### src/rtl/serial_adder_if.sv
// Handshake and operand/result bundle for the bit-serial adder.
// The requester drives start and the operands; the adder returns busy/done and the result.
interface serial_adder_if #(
  parameter int WIDTH = 8
) ();
  logic             start;
  logic [WIDTH-1:0] a;
  logic [WIDTH-1:0] b;
  logic             cin;
  logic             busy;
  logic             done;
  logic [WIDTH-1:0] sum;
  logic             cout;

  modport master (output start, a, b, cin, input busy, done, sum, cout);
  modport slave  (input start, a, b, cin, output busy, done, sum, cout);
endinterface

### src/rtl/serial_adder.sv
// Bit-serial WIDTH-bit adder, LSB first, built around a two-half-adder full-adder slice.
// A start/busy/done handshake loads the operands and returns a registered sum and carry-out.
module myHalfAdder (
  input  logic a,
  input  logic b,
  output logic s,
  output logic c
);
  assign s = a ^ b;
  assign c = a & b;
endmodule

module serial_adder #(
  parameter int WIDTH = 8
) (
  input  logic           clk,
  input  logic           rst_n,
  serial_adder_if.slave  bus
);
  localparam int CW = $clog2(WIDTH);

  typedef enum logic [1:0] {
    IDLE = 2'b00,
    RUN  = 2'b01,
    DONE = 2'b10
  } state_t;

  state_t           state_r;
  state_t           state_next_s;
  logic [WIDTH-1:0] ra_r;
  logic [WIDTH-1:0] rb_r;
  logic [WIDTH-1:0] ws_r;
  logic [WIDTH-1:0] sum_r;
  logic             carry_r;
  logic             cout_r;
  logic [CW-1:0]    cnt_r;

  logic             s1_s;
  logic             c1_s;
  logic             s_s;
  logic             c2_s;
  logic             c_s;
  logic             last_s;
  logic [WIDTH-1:0] ws_next_s;

  // Full-adder slice: first half adder combines the operand bits, second folds in the carry.
  myHalfAdder u_ha0 (.a(ra_r[0]), .b(rb_r[0]), .s(s1_s), .c(c1_s));
  myHalfAdder u_ha1 (.a(s1_s),    .b(carry_r), .s(s_s),  .c(c2_s));
  assign c_s = c1_s | c2_s;

  assign last_s    = (cnt_r == CW'(WIDTH - 1));
  assign ws_next_s = {s_s, ws_r[WIDTH-1:1]};

  assign bus.busy = (state_r == RUN);
  assign bus.done = (state_r == DONE);
  assign bus.sum  = sum_r;
  assign bus.cout = cout_r;

  // State register
  always_ff @(posedge clk or negedge rst_n) begin
    if (!rst_n) begin
      state_r <= IDLE;
    end else begin
      state_r <= state_next_s;
    end
  end

  // Next-state decode; an unused encoding falls back to IDLE
  always_comb begin
    state_next_s = IDLE;
    case (state_r)
      IDLE: begin
        if (bus.start) begin
          state_next_s = RUN;
        end else begin
          state_next_s = IDLE;
        end
      end
      RUN: begin
        if (last_s) begin
          state_next_s = DONE;
        end else begin
          state_next_s = RUN;
        end
      end
      DONE:    state_next_s = IDLE;
      default: state_next_s = IDLE;
    endcase
  end

  // Working registers and result; sum/cout only change on the terminal bit
  always_ff @(posedge clk or negedge rst_n) begin
    if (!rst_n) begin
      ra_r    <= '0;
      rb_r    <= '0;
      ws_r    <= '0;
      sum_r   <= '0;
      carry_r <= 1'b0;
      cout_r  <= 1'b0;
      cnt_r   <= '0;
    end else begin
      case (state_r)
        IDLE: begin
          if (bus.start) begin
            ra_r    <= bus.a;
            rb_r    <= bus.b;
            carry_r <= bus.cin;
            ws_r    <= '0;
            cnt_r   <= '0;
          end
        end
        RUN: begin
          ra_r    <= {1'b0, ra_r[WIDTH-1:1]};
          rb_r    <= {1'b0, rb_r[WIDTH-1:1]};
          ws_r    <= ws_next_s;
          carry_r <= c_s;
          cnt_r   <= cnt_r + 1'b1;
          if (last_s) begin
            sum_r  <= ws_next_s;
            cout_r <= c_s;
          end
        end
        default: begin
          cnt_r <= cnt_r;
        end
      endcase
    end
  end
endmodule

### src/flat_wrapper.sv
// flat-port wrapper written by rule: the top's interface ports become plain ports
module serial_adder_flat 
#(
  parameter int WIDTH = 8
)
  (clk, rst_n, bus_start, bus_a, bus_b, bus_cin, bus_busy, bus_done, bus_sum, bus_cout);
  serial_adder_if #(.WIDTH(WIDTH)) bus_i ();
  input  logic clk;
  input  logic rst_n;
  input wire logic [$bits(bus_i.start)-1:0] bus_start;
  input wire logic [$bits(bus_i.a)-1:0] bus_a;
  input wire logic [$bits(bus_i.b)-1:0] bus_b;
  input wire logic [$bits(bus_i.cin)-1:0] bus_cin;
  output wire logic [$bits(bus_i.busy)-1:0] bus_busy;
  output wire logic [$bits(bus_i.done)-1:0] bus_done;
  output wire logic [$bits(bus_i.sum)-1:0] bus_sum;
  output wire logic [$bits(bus_i.cout)-1:0] bus_cout;
  assign bus_i.start = bus_start;
  assign bus_i.a = bus_a;
  assign bus_i.b = bus_b;
  assign bus_i.cin = bus_cin;
  assign bus_busy = bus_i.busy;
  assign bus_done = bus_i.done;
  assign bus_sum = bus_i.sum;
  assign bus_cout = bus_i.cout;
  serial_adder #(.WIDTH(WIDTH)) u_core (.clk(clk), .rst_n(rst_n), .bus(bus_i));
endmodule
### config.mk
export PLATFORM = sky130hd
export DESIGN_NAME = serial_adder_flat
export DESIGN_NICKNAME = d
export VERILOG_FILES = /design/src/rtl/serial_adder_if.sv /design/src/rtl/serial_adder.sv /design/src/flat_wrapper.sv
export SDC_FILE = /design/constraint.sdc
export NUM_CORES = 1
export LEC_CHECK = 0
export ABC_AREA = 1
export CELL_PAD_IN_SITES_DETAIL_PLACEMENT = 1
export CELL_PAD_IN_SITES_GLOBAL_PLACEMENT = 2
export CORE_MARGIN = 1
export CORE_UTILIZATION = 30
export DETAILED_ROUTE_END_ITERATION = 6
export PLACE_DENSITY_LB_ADDON = 0.1
export SKIP_LAST_GASP = 1
export SYNTH_ARGS = -nofsm -noshare
export SYNTH_HDL_FRONTEND = slang
export SYNTH_SLANG_ARGS = --single-unit
### constraint.sdc
create_clock -name clk -period 1.5 [get_ports clk]
set_input_delay 0.3 -clock clk [delete_from_list [all_inputs] [get_ports clk]]
set_output_delay 0.3 -clock clk [all_outputs]
set_load 0.01 [all_outputs]
### Word-level counts from Yosys, hierarchy flattened

Index checks and enable logic that the tools add are counted.

* $add $sub $neg: 1
* $mul: 0
* divide/modulo/power cells: 0
* $lt $le $gt $ge: 0
* equal/unequal tests: 4
* shifts and indexed selects: 0
* muxes and demuxes: 13
* bitwise gates (word level): 5
* reduce and logical (&&, ||, !) cells: 4

Operators by type and width (count)
* 8-bit one-hot mux with 2 select lines: 3
* 8-bit 2-to-1 mux: 3
* 3-bit one-hot mux with 2 select lines: 1
* 2-bit one-hot mux with 2 select lines: 1
* 2-bit AND reduction: 2
* 3-bit by 1-bit adder with 3-bit output, second input constant: 1
* 3-bit == test, second input constant: 1
* 3-bit 2-to-1 mux: 1
* 1-bit AND: 2
* 2-bit by 1-bit == test with 1-bit output, second input constant: 1
* 2-bit == test, second input constant: 1
* 2-bit zero test: 1
* 1-bit 2-to-1 mux: 2
* 2-bit 2-to-1 mux: 1
* 2-bit inequality test, second input constant: 1
* 1-bit one-hot mux with 2 select lines: 1
* 2-bit nonzero test: 1
* 1-bit bitwise XOR: 2
* 1-bit bitwise OR: 1

* bits in registers: 39
* bits in latches: 0
* RAM bits: 0
* memory bits (read-only): 0
* input bits: 20
* output and inout port bits: 11
* logic and storage cells: 35
* memories: 0

### Longest topological paths before layout

Gate-level depths: netlist of the first run.

* depth in word-level cells: 4
* gate-level depth with buffers: 7
* mapped depth without buffers: 6

### Hierarchy

Synthesis of the first run repeated with hierarchy kept, for this count alone.

* cells, all modules: 205
* area total of the unflattened synthesis: 1770.4 um^2

Modules (own cells, without submodules)
* serial_adder: times used 1, cells each 203, area an instance 1745.4 um^2, sequential area each 950.9 um^2
* myHalfAdder: times used 2, cells each 1, area an instance 12.5 um^2, sequential area each 0.0 um^2

### Least setup slack after synthesis of the first run

Ideal clock, no wire load.

* path kind: register -> register
* start point: register u_core.cnt_r[0]
* end point: register u_core.sum_r[6], in the netlist u_core.bus.sum[6]
* library setup time: 0.074 ns
* data arrival time: 1.143 ns
* required time: 1.426 ns
* path slack: 0.283 ns
* stages on the path, launching flop included: 7
* buffers on the path: 1
* period minus slack after synthesis: 1.217 ns
* path through: dfrtp_1 > ha_1 > ha_1 > nand2_2 > buf_6 > nand2_1 > o21ai_2

* word-level cells in the longest chain between the ends: 2

Ends and longest elaborated chain
* from (decl): line serial_adder.sv:36 `logic [CW-1:0] cnt_r;`
* from (signal assigned): line serial_adder.sv:117 `cnt_r <= cnt_r + 1'b1;`
* from (signal assigned): line serial_adder.sv:124 `cnt_r <= cnt_r;`
* 3-bit == test: line serial_adder.sv:51 `assign last_s = (cnt_r == CW'(WIDTH - 1));`
* 2-bit AND reduction (no line)
* to (signal assigned): line serial_adder.sv:119 `sum_r <= ws_next_s;`
* to (decl): line serial_adder.sv:33 `logic [WIDTH-1:0] sum_r;`

Every way passes these cells.
A chain may end at the register's enable or synchronous reset.

### Worst setup path after layout of the first run

* start point: register u_core.state_r[0]
* end point: output port bus_done

* word-level cells in the longest chain between the ends: 1

Ends and longest elaborated chain
* from (decl): line serial_adder.sv:28 `state_t state_r;`
* from (signal assigned): line serial_adder.sv:64 `state_r <= state_next_s;`
* 2-bit == test: line serial_adder.sv:55 `assign bus.done = (state_r == DONE);`
* to (decl): line flat_wrapper.sv:15 `output wire logic [$bits(bus_i.done)-1:0] bus_done;`

Every way passes these cells.

==> results of run 1 <==
[kinds of logic after synthesis]
logic type | Yosys count | synth area share [%]
flops | 38 | 54.4
fa+ha+maj | 3 | 2.58
compound gates | 19 | 7.59
buf+inv | 22 | 6.88
simple gates | 124 | 28.5
[timing repair]
action / in CTS / in global routing
buffers inserted: 1 / 0
gates resized for setup: 6 / 8
endpoints found under the setup margin: 6 / 24
pin swaps: 0 / 0
[cells in the final DEF (no fill, tap or decap), drive strengths merged]
cell,instances
clkdlybuf4s50,18
dlygate4sd2,5
dlymetal6s2s,5
dfrtp,38
nor2,2
nand2,106
ha,2
nand3,16
inv,13
clkbuf,7
bufinv,1
fa,1
buf,13
o21ai,19
[sequential cells by signal, indices dropped and copies added, names as in the netlist]
signal	count
u_core.carry_r	1
u_core.bus.cout	1
u_core.state_r	2
u_core.bus.sum	8
u_core.ra_r	8
u_core.cnt_r	3
u_core.rb_r	8
u_core.ws_r	7
[per-layer routing]
layer	up-vias	GRT usage (%)
met3	5	2.44
met5	-	0
met2	24	26.4
met4	0	6.11
li1	715	-
met1	699	19.4
[critical path, cell delays in order (launching register included)]
cell      delay, ns
dfrtp_1        0.39
buf_4          0.15
nor2_1         0.15
clkbuf_2       0.16
[area by class of cell]
cell class	count	area, um2	share of cell area, %
well taps	72	90.1	3.95
clock buffers	6	82.6	3.62
multi-input cells	146	681	29.8
flip-flops and latches	38	951	41.7
repair buffers	42	399	17.5
inverters	13	48.8	2.14
clock inverters	1	30.0	1.32
[through the flow]
stage	total power [W]	area (um2)	utilization (%)	TNS, ns
after CTS	0.00458	2270	40.7	-0.103
final	0.00448	2280	40.9	0
after floorplan	0.00293	1750	-	0
after global routing	0.00487	2280	40.9	-0.0160
after detailed placement	0.00368	2160	38.7	0
after global placement	0.00361	2160	38.7	0
[power groups by stage]
stage / clock network (W) / logic, W / registers, W
after floorplan: 0 / 0.00120 / 0.00173
after global placement: 0 / 0.00188 / 0.00172
after detailed placement: 0 / 0.00194 / 0.00174
after CTS: 0.000931 / 0.00192 / 0.00173
after global routing: 0.000969 / 0.00213 / 0.00177
final: 0.000895 / 0.00187 / 0.00172
[synth_stat cells, drive strengths merged]
master,number,area (um2)
o21ai,19,133
inv,13,48.8
dfrtp,38,951
nor2,2,15.0
nand3,16,80.1
nand2,106,403
fa,1,20.0
buf,9,71.3
ha,2,25.0
[worst min-delay path by stage]
stage	startpoint	end	slack (ns)
CTS	rst_n	u_core.ra_r[3]	0.07
global placement	rst_n	u_core.ra_r[4]	0.38
detailed placement	rst_n	u_core.ra_r[4]	0.40
floorplan	rst_n	u_core.bus.cout	0.004
global route	rst_n	u_core.ra_r[4]	0.09
finish	rst_n	u_core.ra_r[4]	0.06
==> impl_results.md, run 1 <==
* GRT Total Usage at 15.4%
* Drt initial violations at 47
* Leakage at 1.24 nW
* RSZ-0062 raised after global routing: yes
* Routed vias/inst at 4.54
* Yosys Warn Count at 0
* I/O pins at 31
* Via count at 1443
* Reg2reg end: u_core.carry_r
* Largest net degree at the start of global routing at 39
* Avg WL per Cell at 13.6 um
* Clock sink count at 38
* Core area at 0.00557 mm2
* Yosys reg bits at 38
* Max-slew violation count at 0
* Type of origin of the critical path: flip-flop
* Initial Utilization at 31.3%
* Initial antenna violation count at 0
* Required time worst endpoint at 1.20 ns
* Syn Inst Count at 206
* Clk Latency, worst-skew pair at 0.29 ns
* DRT met1 WL at 2000 um
* Final hold viol count at 0
* Clk root buf: clkbuf_8
* # diodes at 0
* Flop pwr share at 38.3%
* Switching Share at 38.1%
* Fillers at 673
* Crit path from: u_core.state_r[0]
* Mapped Area at 0.00175 mm2
* Post-route setup slack at 0.0628 ns
* Post-DP HPWL at 3030 um
* DRC at 0
* Relative slew slack at 66.8%
* First-pass GRT wire length at 7230 um
* Hold Path Class: in2async
* Final cell count without fillers at 318
* Final net count at 269
* Area delta synth->final at 30.7%
* I/O Buffers at 30
* Hold WS at 0.0587 ns
* Critical path type: reg2out
* Sw Pwr at 0.00171 W
* Clock slew at reported path FFs at 0.07 ns
* Layout cells sized above 1 at 14.2%
* Final setup violation count at 0
* Max VDD drop at 0.801 mV
* Cts-stage hold buffer count at 0
* Synth Area per Inst at 8.48 um2
* Routability cong. at 0.744
* TritonCTS clock tree: yes
* Outcome: finished clean
* Period minus WS final at 1.44 ns
* Die width at 78.3 um
* PwrDens at 1960 mW/mm2
* Final period util at 95.8%
* Synth cell types at 16
* Num rows at 27
* Worst Skew at 0.00247 ns
* Routed WL at 4310 um
* Crit path max fanout at 3
* Chip Height at 78.3 um
* Detail Route Antenna Nets at 0
* Met3 WL post-DR at 133 um
* Die area at 0.00613 mm2
* Max_cap viols at 0
* R2R cell count at 7
* Clock power share at 20.0%
* H-tree levels at 2
* R2R setup slack at 0.15 ns
* Max Root-Sink Buffers at 2
* Max layer used: met4
* Number of global-route vias before repair at 1477
* Sequential share of the synthesized area at 54.4%
* DP Worst Slack at 0.0296 ns
* CTS Buf Count at 5
* Crit path to: bus_done
* First-pass iteration count of the detailed router at 4
* Crit path capture type: output pin
* GRT overflow at 0
* Combinational Power Share at 41.7%
* F_max at 696 MHz
* Syn_nets at 229
* Placed cell count at 310
* Crit path DAT at 1.14 ns
* Least-Margin Pin Slew at 0.498 ns
* WL met2 at 2120 um
* Worst R2R Start: u_core.state_r[0]
* Pint at 0.00277 W
Note: power is estimated with default switching activity, not from simulation.
==> inputs of run 2 (changes only) <==
CORE_UTILIZATION = 32   (was 30)
CTS_BUF_LIST = sky130_fd_sc_hd__clkbuf_4 sky130_fd_sc_hd__clkbuf_8   (was unset)
==> run 2 against run 1 <==
Effect of this change:
- sequential power is essentially flat
- via count rose by 0.42%
- sequential share of layout area rose by 0.51 points
- worst setup slack better by 0.0049 ns
- core utilization up 2.6 points
- design area fell by 1.2%
- register-to-register slack is essentially flat
- critical path type unchanged
- largest cell class unchanged
- largest power group unchanged
==> impl_results.md, run 2 (synthesis gave the netlist of run 1 again) <==
* Outcome: finished clean
* Max-slew violation count at 0 (unchanged)
* Die width at 75.9 um (-3.1%)
* Critical path type: reg2out
* I/O pins at 31 (unchanged)
* Required time worst endpoint at 1.20 ns (about the same)
* # diodes at 0 (unchanged)
* Largest net degree at the start of global routing at 39 (unchanged)
* Detail Route Antenna Nets at 0 (unchanged)
* Max VDD drop at 0.712 mV (-11%)
* FF/Latch Area at 951 um2 (unchanged)
* Routability cong. at 0.714 (-4.0%)
* Crit path max fanout at 3 (unchanged)
* TritonCTS clock tree: yes
* Max Root-Sink Buffers at 2 (unchanged)
* Hold Path Class: in2async
* Commonest cells after routing, fill and taps aside: 104 x nand2_1, 38 x dfrtp_1, 18 x clkdlybuf4s50_1, 16 x nand3_1, 11 x o21ai_0
* CTS Buf Count at 5 (unchanged)
* First-pass GRT wire length at 7150 um (-1.1%)
* Chip Height at 75.9 um (-3.1%)
* Reg2reg end: u_core.ws_r[6]
* Final cell count without fillers at 316 (-0.63%)
* Num rows at 26 (-3.7%)
* Worst Skew at 0.00691 ns (+0.00444 ns)
* Routed WL at 4270 um (-0.90%)
* First-pass iteration count of the detailed router at 4 (unchanged)
* Worst R2R Start: u_core.state_r[0]
* Area taken by multi-input logic gates at 681 um2 (unchanged)
* Drt initial violations at 30 (-36%)
* Number of global-route vias before repair at 1461 (-1.1%)
* Initial Utilization at 33.8% (+2.4 points)
* Fillers at 636 (-5.5%)
* Final net count at 268 (-0.37%)
* Placed cell count at 307 (-0.97%)
* PwrDens at 1960 mW/mm2 (about the same)
* Crit path DAT at 1.13 ns (about the same)
* Leakage at 1.17 nW (-5.0%)
* Max_cap viols at 0 (unchanged)
* Initial antenna violation count at 0 (unchanged)
* Clk root buf: clkbuf_8
* Clock slew at reported path FFs at 0.08 ns (about the same)
* Final hold viol count at 0 (unchanged)
* Area delta synth->final at 29.1%
* Type of origin of the critical path: flip-flop
* Final period util at 95.5% (-0.33 points)
* Crit path capture type: output pin
* Relative slew slack at 67.0% (+0.15 points)
* GRT overflow at 0 (unchanged)
* Clock sink count at 38 (unchanged)
* Avg WL per Cell at 13.5 um (-0.28%)
* Routed vias/inst at 4.59 (+1.1%)
* Via count at 1449 (+0.42%)
* R2R cell count at 6 (-1)
* Least-Margin Pin Slew at 0.495 ns (-0.00223 ns)
* Layout cells sized above 1 at 14.2% (unchanged)
* DRC at 0 (unchanged)
* H-tree levels at 2 (unchanged)
* Core area at 0.00517 mm2 (-7.2%)
* Die area at 0.00576 mm2 (-6.1%)
* I/O Buffers at 30 (unchanged)
* Hold WS at 0.0388 ns (-0.0199 ns)
* F_max at 698 MHz (+0.34%)
* Final setup violation count at 0 (unchanged)
* Commonest non-fill, non-tap cell in the layout: nand2_1
* Clk Latency, worst-skew pair at 0.30 ns (about the same)
* R2R setup slack at 0.14 ns (about the same)
* GRT Total Usage at 17.3% (+1.9 points)
* RSZ-0062 raised after global routing: no
* Post-DP HPWL at 2990 um (-1.3%)
* Period minus WS final at 1.43 ns (-0.00494 ns)
run 2: worst max path at each step:
stage / startpoint / end / slack (ns) / cells after the start
2_1_floorplan: u_core.cnt_r[0] / u_core.bus.sum[6] / 0.28 / 6
3_3_place_gp: u_core.state_r[0] / bus_done / 0.07 / 2
3_5_place_dp: bus_start / u_core.ws_r[6] / 0.06 / 5
4_1_cts: u_core.state_r[0] / bus_done / -0.08 / 3
5_1_grt: u_core.state_r[0] / bus_done / 0.005 / 3
6_report: u_core.state_r[0] / bus_done / 0.07 / 3
run 2: through the flow:
stage	setup WS (ns)	instance area (um2)	power (W)	util [%]	TNS (ns)
floorplan	0.283	1750	0.00293	-	0
global placement	0.0701	2150	0.00358	41.5	0
detailed placement	0.0607	2150	0.00367	41.5	0
CTS	-0.0763	2250	0.00451	43.6	-0.0763
global route	0.00546	2250	0.00484	43.6	0
finish	0.0678	2250	0.00443	43.6	0
run 2: what timing repair did:
item / in CTS / in global routing
resized for setup: 11 / 3
hold buffers: 0 / 0
buffers inserted: 1 / 0
setup endpoints to repair: 11 / 16
hold endpoints to repair: 0 / 0
run 2: report_power, final:
part           internal, W  switching (W)
Combinational     0.000728        0.00108
Sequential         0.00147       0.000247
Clock             0.000495       0.000405
run 2: layout make-up:
| cell class | count | area share, % |
|---|---|---|
| Timing Repair Buffer | 41 | 16.5 |
| Sequential cell | 38 | 42.2 |
| Clock inverter | 3 | 2.00 |
| Multi-Input combinational cell | 146 | 30.2 |
| Clock buffer | 5 | 3.05 |
| Tap cell | 70 | 3.88 |
| Inverter | 13 | 2.16 |
run 2: worst max-delay path, cell delays in order (launching register included):
cell and delay (ns):
dfrtp_1 0.39, buf_4 0.14, nor2_1 0.15, clkbuf_2 0.16
run 2: metal layers:
metal / track usage [%] / wire length (um) / vias up
met5: 0 / 0 / -
met4: 7.41 / 70 / 0
met3: 4.10 / 163 / 7
met2: 29.1 / 2140 / 23
met1: 21.3 / 1900 / 706
li1: - / - / 713
